$ cat src/rtl/cla_pipe_adder.sv
// Two-stage pipelined carry-lookahead adder with valid/ready on both sides.
// Stage 1 registers per-bit propagate/generate; stage 2 resolves carries and registers the result.
module cla_pipe_adder #(
  parameter int WIDTH = 16,
  parameter int GROUP = 4
) (
  input  logic             clk,
  input  logic             reset,
  input  logic             in_valid,
  output logic             in_ready,
  input  logic [WIDTH-1:0] a,
  input  logic [WIDTH-1:0] b,
  input  logic             cin,
  output logic             out_valid,
  input  logic             out_ready,
  output logic [WIDTH-1:0] sum,
  output logic             cout,
  output logic             ovf
);

  localparam int NGRP = WIDTH / GROUP;

  logic             s1_valid_reg;
  logic [WIDTH-1:0] p_reg;
  logic [WIDTH-1:0] g_reg;
  logic             c0_reg;

  logic             out_valid_reg;
  logic [WIDTH-1:0] sum_reg;
  logic             cout_reg;
  logic             ovf_reg;

  logic             adv1;
  logic             adv2;

  logic [NGRP-1:0]  grp_g;
  logic [NGRP-1:0]  grp_p;
  logic [WIDTH:0]   carry;
  logic [WIDTH-1:0] sum_next;
  logic             cout_next;
  logic             ovf_next;

  // Ready chain: a stage may load whenever the stage after it can move on.
  assign adv2     = !out_valid_reg || out_ready;
  assign adv1     = !s1_valid_reg || adv2;
  assign in_ready = adv1;

  genvar gi;
  generate
    for (gi = 0; gi < NGRP; gi++) begin : g_grp
      logic [GROUP-1:0] gp;
      logic [GROUP-1:0] gg;
      logic             blk_g;

      assign gp = p_reg[gi*GROUP +: GROUP];
      assign gg = g_reg[gi*GROUP +: GROUP];

      // Group generate: carry out of the group assuming no carry in.
      always_comb begin
        blk_g = 1'b0;
        for (int i = 0; i < GROUP; i++) begin
          blk_g = gg[i] | (gp[i] & blk_g);
        end
      end

      assign grp_g[gi] = blk_g;
      assign grp_p[gi] = &gp;
    end
  endgenerate

  // Group carries ripple between groups; bit carries are resolved inside each group.
  always_comb begin : carry_chain
    logic [WIDTH:0] c;
    logic           grp_c;
    c     = '0;
    grp_c = c0_reg;
    for (int k = 0; k < NGRP; k++) begin
      c[k*GROUP] = grp_c;
      for (int i = 0; i < GROUP - 1; i++) begin
        c[k*GROUP+i+1] = g_reg[k*GROUP+i] | (p_reg[k*GROUP+i] & c[k*GROUP+i]);
      end
      grp_c = grp_g[k] | (grp_p[k] & grp_c);
    end
    c[WIDTH] = grp_c;
    carry    = c;
  end

  assign sum_next  = p_reg ^ carry[WIDTH-1:0];
  assign cout_next = carry[WIDTH];
  assign ovf_next  = carry[WIDTH] ^ carry[WIDTH-1];

  always_ff @(posedge clk or posedge reset) begin
    if (reset) begin
      s1_valid_reg <= 1'b0;
      p_reg        <= '0;
      g_reg        <= '0;
      c0_reg       <= 1'b0;
    end else if (adv1) begin
      s1_valid_reg <= in_valid;
      if (in_valid) begin
        p_reg  <= a ^ b;
        g_reg  <= a & b;
        c0_reg <= cin;
      end
    end
  end

  always_ff @(posedge clk or posedge reset) begin
    if (reset) begin
      out_valid_reg <= 1'b0;
      sum_reg       <= '0;
      cout_reg      <= 1'b0;
      ovf_reg       <= 1'b0;
    end else if (adv2) begin
      out_valid_reg <= s1_valid_reg;
      if (s1_valid_reg) begin
        sum_reg  <= sum_next;
        cout_reg <= cout_next;
        ovf_reg  <= ovf_next;
      end
    end
  end

  assign out_valid = out_valid_reg;
  assign sum       = sum_reg;
  assign cout      = cout_reg;
  assign ovf       = ovf_reg;

endmodule

$ cat config.mk
export PLATFORM = sky130hd
export DESIGN_NAME = cla_pipe_adder
export DESIGN_NICKNAME = d
export VERILOG_FILES = /design/src/rtl/cla_pipe_adder.sv
export SDC_FILE = /design/constraint.sdc
export NUM_CORES = 1
export LEC_CHECK = 0
export ABC_AREA = 1
export CAP_MARGIN = 20
export CORE_AREA = 2 2 80 82
export DETAILED_ROUTE_END_ITERATION = 16
export DIE_AREA = 0 0 82 84
export DONT_BUFFER_PORTS = 1
export PLACE_DENSITY = 0.7
export SLEW_MARGIN = 30
export SYNTH_ARGS = -nofsm -noshare
export SYNTH_HDL_FRONTEND = slang
export SYNTH_SLANG_ARGS = --single-unit
export TNS_END_PERCENT = 20
$ cat constraint.sdc
create_clock -name clk -period 5.95 [get_ports clk]
set_input_delay 0.2975 -clock clk [delete_from_list [all_inputs] [get_ports clk]]
set_output_delay 0.2975 -clock clk [all_outputs]
set_load 0.005 [all_outputs]
==> results of run 1 <==
worst max-delay path, delay by kind of cell, from the launching register on:
kind	cells	cell delay [ps]
AOI/OAI and AO/OA	1	90
adders and majority gates	3	540
and+or+nand+nor	16	1440
buffers and inverters	2	160
DFF	1	420
through the flow:
stage               cell area, um2  hold slack (ps)
CTS                           2840              133
detailed placement            2690              315
floorplan                     2620              448
finish                        2840              143
global placement              2690              450
global route                  2840              134
path summary, 6_finish.rpt:
| path | endpoint | slack (ps) | cells after the start |
|---|---|---|---|
| min in group asynchronous | sum[12] | 570 | 2 |
| worst max-delay path | ovf | 3270 | 22 |
| max in group asynchronous | sum[7] | 4970 | 2 |
| worst max register to register | ovf | 3270 | 22 |
| worst min-delay path | c0_reg | 140 | 1 |
| worst min register to register | sum[15] | 520 | 2 |
metal layers:
| metal | track usage (%) | share of wire [%] | vias up | wire length [um] |
|---|---|---|---|---|
| met2 | 22.8 | 47 | 41 | 2080 |
| li1 | - | - | 825 | - |
| met5 | 0 | 0 | - | 0 |
| met4 | 3.79 | 0.68 | 0 | 30 |
| met3 | 5.09 | 7.4 | 4 | 327 |
| met1 | 16.7 | 45 | 789 | 1980 |
synthesized netlist by cell type:
cell | count | share of area (%)
a2111oi_2 | 1 | 0.57
a211oi_1 | 1 | 0.29
a21oi_1 | 12 | 2.3
a21oi_2 | 1 | 0.33
buf_2 | 3 | 0.57
buf_4 | 2 | 0.57
clkbuf_1 | 2 | 0.29
dfrtp_1 | 53 | 51
ha_1 | 28 | 13
inv_1 | 11 | 1.6
inv_2 | 3 | 0.43
mux2_1 | 5 | 2.1
mux2_2 | 19 | 8.2
nand2_1 | 62 | 8.9
nand2_2 | 7 | 1.7
nand3_1 | 2 | 0.38
nand3_2 | 1 | 0.38
nor2_1 | 19 | 2.7
nor2_2 | 1 | 0.24
nor3_1 | 2 | 0.38
o21ai_0 | 5 | 0.95
or2_2 | 8 | 1.9
xor2_1 | 4 | 1.3
kinds of logic after synthesis:
family,count (synthesis),share of synthesized area [%]
AO/OA/AOI/OAI,20,4.44
XOR/XNOR,4,1.34
adder cells (fa/ha/maj),28,13.4
buffers and inverters,21,3.43
flip-flops,53,50.6
multiplexers,24,10.3
AND/OR/NAND/NOR,102,16.6
report_power, final:
group          switching (W)  total [W]  internal (W)
logic               0.000125   0.000233      0.000108
registers          0.0000833   0.000543      0.000459
clock network       0.000116   0.000283      0.000167
total               0.000325    0.00106      0.000734
final cells by class:
type                    count  area [um2]
fillers                   579        3260
flip-flops and latches     53        1330
multi-input cells         178        1210
well taps                  77        96.3
clock buffers               5        68.8
clock inverters             3        65.1
inverters                  14        55.1
repair buffers              2        17.5
==> results.toml, run 1 <==
[run_status]
status = "complete, no violations"

[clock_tree]
postCtsSetupBuffers = 0
root_buffer = "clkbuf_8"
cts_max_level = 2
clkTransAtPathRegs_ps = 90
ctsHoldBuffers = 1
cts_sinks = 53
cts_max_path_buffers = 2
cts_tree = "built"
cts_buffers = 5
ctsResizeCount = 0
clock_latency_ps = 300

[grt]
grt_first_pass_wirelength_um = 7470
antenna_found_initial = 0
grt_usage_pct = 13.8
grt_overflow = 0
grt_pass1_vias = 1703
grt_max_degree = 54

[logic_synthesis]
ys_types = 23
synthCells = 252
avgSynthCellArea_um2 = 10.4
synth-seq-cells = 53
synth_nets = 317
netlist_area_mm2 = 0.00262
yosysWarningCount = 0
ys_seq_area_share_pct = 50.6

[routing]
drtPass1Iterations = 4
wirelength_um = 4420
dr_total_vias = 1659
drtAntennaViolNets = 0
drt_iter0_markers = 85
vias_per_cell = 5.00
drc = 0
avgRoutedWirePerCell_um = 13.3

[power_and_ir_drop]
powerDensity_mw_per_mm2 = 373
p_leak_nw = 1.43
p_total_w = 0.00106
ir_drop_uv = 164

[sta]
drv_slew = 0
setup_viol = 0
setup_ws_ps = 3270
rsz0062_at_grt = "false"
max_freq_mhz = 373
hold_viol = 0
period_share_pct = 45.1
max_slew.worst_pin.slew_ps = 880
finalCriticalPeriod_ps = 2680
finalSetupTns_ps = 0
clock_skew_ps = 9.04
slew_headroom_pct = 41.1

[die]
die_w_um = 82
initial_core_util_pct = 43.0
rows = 29
die-area_mm2 = 0.00689
io_pins = 57
core_mm2 = 0.00610
chipHeight_um = 84

[hold_path]
min_path_type = "in2reg"
min_from = "cin"

[critical_path]
timing.rr.start = "p_reg[1]"
path_class = "reg2reg"
critPathMaxStageDelay_ps = 420
path_cells = "nand2_1 > nand2_1 > nand2_1 > nand2_1 > nand2_1 > nand2_2 > nand2_2 > nand2_2 > nand2_2 > nand2_2 > ha_1 > or2_2 > ha_1 > or2_2 > ha_1 > nor2_1 > inv_1 > nand2_1 > o21ai_0 > inv_1 > nand2_1 > nand2_1"
crit_fanout = 4
required_ps = 6190
crit_top_cell = "nand2_1"
cp.arrival_ps = 2930
startpoint_type = "register"
crit_slowest_cell = "dfrtp_1"
worstSetupEndpointType = "register"
crit_start = "p_reg[1]"

[cells_and_area]
area_delta_synth_final_pct = 8.11
layout.cells.non_filler = 332
final_util_pct = 46.5
layout_common_cells = "nand2_1 (62), dfrtp_1 (53), ha_1 (28)"
finalNetCount = 319
layout_commonest_cell = "nand2_1"
diodes = 0
drive_gt1_share_pct = 20.0

[placed_design]
globalplace.congestion = 0.773
dpl.hpwl_um = 3170
dp.cells = 323
port_buffers = 0
place_ws_ps = 3280

[flow_run]
drv_cap = 0
Power figures use the tool's default switching activity.
==> run 2: changes to the inputs <==
==> constraint.sdc (replaced) <==
create_clock -name clk -period 2.68 [get_ports clk]
set_input_delay 0.134 -clock clk [delete_from_list [all_inputs] [get_ports clk]]
set_output_delay 0.134 -clock clk [all_outputs]
set_load 0.005 [all_outputs]
==> results.toml, run 2 (synthesis results as in run 1) <==
[cells_and_area]
postLayoutCellArea_mm2 = 0.00296
multi_input_area_mm2 = 0.00127
layout_common_cells = "nand2_1 (62), dfrtp_1 (53), ha_1 (25)"
seqCellArea_mm2 = 0.00133
diodes = 0
fill_cells = 588
finalNetCount = 326
layout_commonest_cell = "nand2_1"
area_delta_synth_final_pct = 12.7
final_util_pct = 48.5
drive_gt1_share_pct = 23.7

[sta]
slew_headroom_pct = 57.4
setup_viol = 0
clock_skew_ps = 7.25
rsz0062_at_grt = "true"
setup_ws_ps = 163
hold_viol = 0
drv_slew = 0
max_slew.worst_pin.slew_ps = 640
finalCriticalPeriod_ps = 2520
hold_slack_ps = 78.1
max_freq_mhz = 397
period_share_pct = 93.9

[critical_path]
startpoint_type = "register"
required_ps = 2870
worstSetupEndpointType = "register"
cp.arrival_ps = 2710
crit_fanout = 4
reg2reg_depth = 19
path_class = "reg2reg"

[clock_tree]
cts_buffers = 5
root_buffer = "clkbuf_8"
clock_latency_ps = 300
cts_max_path_buffers = 2
clkTransAtPathRegs_ps = 100
cts_tree = "built"
cts_max_level = 2
cts_sinks = 53

[placed_design]
globalplace.congestion = 0.750
port_buffers = 0
place_ws_ps = -7.30
dpl.hpwl_um = 3360
place_area_mm2 = 0.00272

[grt]
antenna_found_initial = 0
grt_max_degree = 54
grt_usage_pct = 14.5
grt_pass1_vias = 1755
grt_first_pass_wirelength_um = 7760
grt_overflow = 0

[die]
die-area_mm2 = 0.00689
rows = 29
chipHeight_um = 84
core_mm2 = 0.00610
die_w_um = 82
io_pins = 57
initial_core_util_pct = 43.0

[power_and_ir_drop]
powerDensity_mw_per_mm2 = 804
ir_drop_uv = 311
p_leak_nw = 1.46

[routing]
drc = 0
drt_iter0_markers = 123
dr_total_vias = 1698
vias_per_cell = 5.01
drtPass1Iterations = 4
drtAntennaViolNets = 0
wirelength_um = 4710
avgRoutedWirePerCell_um = 13.9

[run_status]
status = "complete, no violations"

[flow_run]
drv_cap = 0

[hold_path]
hold_depth = 2
min_path_type = "in2reg"
[run 2: cell count changes in the layout (fill, tap and decap cells not counted), sizes merged]
cell,delta
buf,+5
dlygate4sd3,+2
clkinvlp,+1
bufinv,-1
clkbuf,+1
clkinv,-1
[run 2: worst max-delay path: stages (launching register included)]
cell and delay, ps:
dfrtp_1 420, nand2_1 70, nand2_1 50, nand2_1 50
nand2_1 50, nand2_1 60, nand2_2 60, nand2_2 60
nand2_2 60, nand2_2 80, nand2_4 60, ha_4 150
or2_4 230, ha_4 150, or2_4 250, ha_4 170
nor2_4 120, buf_6 100, xor2_1 130, o21ai_1 80
[run 2: path summary, 6_finish.rpt]
path,startpoint,to,slack [ps]
max reg2reg,p_reg[1],sum[15],160
min in group asynchronous,reset,c0_reg,410
max,p_reg[1],sum[15],160
max in group asynchronous,reset,p_reg[3],1850
min reg2reg,sum[2],sum[2],520
min,b[11],p_reg[11],80
[run 2: timing repair]
item | 4_1_cts | 5_1_grt
pin swaps | 0 | 6
hold buffers | 3 | 0
setup buffers | 0 | 3
resized for setup | 1 | 15
endpoints found under the hold margin | 55 | 0
setup endpoints to repair | 1 | 2
[run 2: metrics by stage]
step | total power (W) | setup TNS, ps | instances
5_1_grt | 0.00257 | -33.3 | 339
3_5_place_dp | 0.00177 | -7.30 | 325
6_report | 0.00237 | 0 | 339
4_1_cts | 0.00234 | 0 | 336
3_3_place_gp | 0.00175 | 0 | 325
2_1_floorplan | 0.00160 | 0 | 252
[run 2: area by class of cell]
class | instances | share of cell area, %
Sequential cell | 53 | 44.9
Multi-Input combinational cell | 178 | 42.8
Clock inverter | 2 | 1.27
Timing Repair Buffer | 9 | 3.09
Inverter | 14 | 1.86
Clock buffer | 6 | 2.79
Tap cell | 77 | 3.26
[run 2: where the power goes]
group / leakage (nW) / internal [W] / switching [W]
Combinational: 0.763 / 0.000295 / 0.000308
Sequential: 0.639 / 0.00102 / 0.000193
Clock: 0.0574 / 0.000304 / 0.000256
[run 2: routing by layer]
metal | up-vias | track usage, % | wire length (um)
met1 | 814 | 17.0 | 2010
met2 | 42 | 25.0 | 2330
met3 | 2 | 5.19 | 349
li1 | 840 | - | -
met5 | - | 0 | 0
met4 | 0 | 3.18 | 25
==> run 3: changes to the inputs <==
--- a/config.mk
+++ b/config.mk
@@ -11,7 +11,7 @@
 export DETAILED_ROUTE_END_ITERATION = 16
 export DIE_AREA = 0 0 82 84
 export DONT_BUFFER_PORTS = 1
-export PLACE_DENSITY = 0.7
+export PLACE_DENSITY = 0.72
 export SLEW_MARGIN = 30
 export SYNTH_ARGS = -nofsm -noshare
 export SYNTH_HDL_FRONTEND = slang
==> constraint.sdc (replaced) <==
create_clock -name clk -period 2.2 [get_ports clk]
set_input_delay 0.11 -clock clk [delete_from_list [all_inputs] [get_ports clk]]
set_output_delay 0.11 -clock clk [all_outputs]
set_load 0.005 [all_outputs]
==> results.toml, run 3 (synthesis results as in run 1) <==
[run_status]
status = "finished with violations"
violations = "negative setup slack"

[clock_tree]
cts_tree = "built"
root_buffer = "clkbuf_8"
cts_buffers = 5
clock_latency_ps = 310
cts_sinks = 53
cts_max_level = 2
cts_max_path_buffers = 2
clkTransAtPathRegs_ps = 100

[routing]
drc = 0
avgRoutedWirePerCell_um = 14.2
dr_total_vias = 1813
drt_iter0_markers = 73
drtPass1Iterations = 4
vias_per_cell = 5.02
drtAntennaViolNets = 0
wirelength_um = 5140

[hold_path]
min_from = "b[14]"
min_path_type = "in2reg"

[sta]
max_freq_mhz = 412
period_share_pct = 110
rsz0062_at_grt = "true"
clock_skew_ps = 10.0
setup_viol = 5
max_slew.worst_pin.slew_ps = 599
drv_slew = 0
hold_viol = 0
finalCriticalPeriod_ps = 2420
finalSetupTns_ps = -653
slew_headroom_pct = 60.0
setup_ws_ps = -224

[placed_design]
place_area_mm2 = 0.00295
port_buffers = 0
globalplace.congestion = 0.799
place_ws_ps = -218
dpl.hpwl_um = 3750

[power_and_ir_drop]
sw_frac_of_total_pct = 33.2
p_leak_nw = 1.56
internal-power_w = 0.00196
p_total_w = 0.00293
combPwrFrac_pct = 30.3
ir_drop_uv = 459
pwr-share-clk_pct = 19.8
p_seq_share_pct = 50.0
powerDensity_mw_per_mm2 = 936
power.switching_w = 0.000972

[grt]
grt_first_pass_wirelength_um = 8730
grt_pass1_vias = 1920
antenna_found_initial = 0
grt_max_degree = 44
grt_usage_pct = 16.6
grt_overflow = 0

[cells_and_area]
seqCellArea_mm2 = 0.00133
multi_input_area_mm2 = 0.00129
area_delta_synth_final_pct = 19.4
drive_gt1_share_pct = 31.7
layout_common_cells = "nand2_1 (60), dfrtp_1 (53), buf_4 (26)"
postLayoutCellArea_mm2 = 0.00313
finalNetCount = 348
layout_commonest_cell = "nand2_1"
final_util_pct = 51.4
fill_cells = 565
diodes = 0

[critical_path]
crit_start = "p_reg[1]"
cp.arrival_ps = 2680
path_class = "reg2reg"
timing.rr.start = "p_reg[1]"
crit_fanout = 3
startpoint_type = "register"
required_ps = 2450
worstSetupEndpointType = "register"

[die]
rows = 29
io_pins = 57
chipHeight_um = 84
die-area_mm2 = 0.00689
core_mm2 = 0.00610
initial_core_util_pct = 43.0
die_w_um = 82

[flow_run]
drv_cap = 0
## run 3: changes by cell type in the layout (fill, tap and decap cells not counted), sizes merged
cell / change
bufinv: -1
clkinvlp: -1
clkinv: +2
buf: +22
## run 3: worst paths after layout
check	endpoint	slack (ps)	depth (start not counted)
max reg2reg	ovf	-220	22
max in group asynchronous	s1_valid_reg	1330	3
min reg2reg	sum[0]	520	2
max	ovf	-220	22
min in group asynchronous	sum[13]	320	2
min	p_reg[14]	30	2
## run 3: critical path: stages, from the launching register on
cell,delay (ps)
dfrtp_1,410
nand2_1,70
nand2_1,50
nand2_1,50
nand2_1,50
nand2_1,60
nand2_2,70
nand2_2,60
nand2_2,60
nand2_2,60
nand2_2,50
ha_2,170
or2_4,230
ha_4,150
or2_4,250
ha_4,160
nor2_4,100
inv_2,50
nand2_2,50
o21ai_1,60
inv_1,60
nand2_1,40
nand2_1,50
## run 3: through the flow
step	std cells	hold WS, ps
floorplan	252	260
global placement	349	98.5
detailed placement	349	110
CTS	360	23.6
global route	361	14.5
finish	361	29.8
## run 3: metal layers
layer | GRT usage [%] | share of wire (%)
met4 | 4.55 | 1.1
met2 | 28.6 | 51
met1 | 20.4 | 43
met5 | 0 | 0
met3 | 3.90 | 5.0
## run 3: power by group through the flow
stage / Sequential [W] / Clock, W / Combinational (W)
floorplan: 0.00143 / 0 / 0.000563
global placement: 0.00147 / 0 / 0.000820
detailed placement: 0.00148 / 0 / 0.000839
CTS: 0.00147 / 0.000606 / 0.000869
global route: 0.00150 / 0.000656 / 0.00102
finish: 0.00146 / 0.000579 / 0.000888
## run 3: final cells by class
class | instances | share of cell area [%]
Clock buffer | 6 | 2.64
Inverter | 14 | 1.68
Tap cell | 77 | 3.08
Multi-Input combinational cell | 178 | 41.3
Timing Repair Buffer | 31 | 8.47
Clock inverter | 2 | 0.440
Sequential cell | 53 | 42.4
## run 3: timing repair
action | CTS | global route
pin swaps | 1 | 1
hold endpoints to repair | 30 | 0
buffers inserted | 0 | 1
cloned | 0 | 0
setup endpoints to repair | 7 | 7
gates resized for setup | 3 | 8
hold buffers | 3 | 0
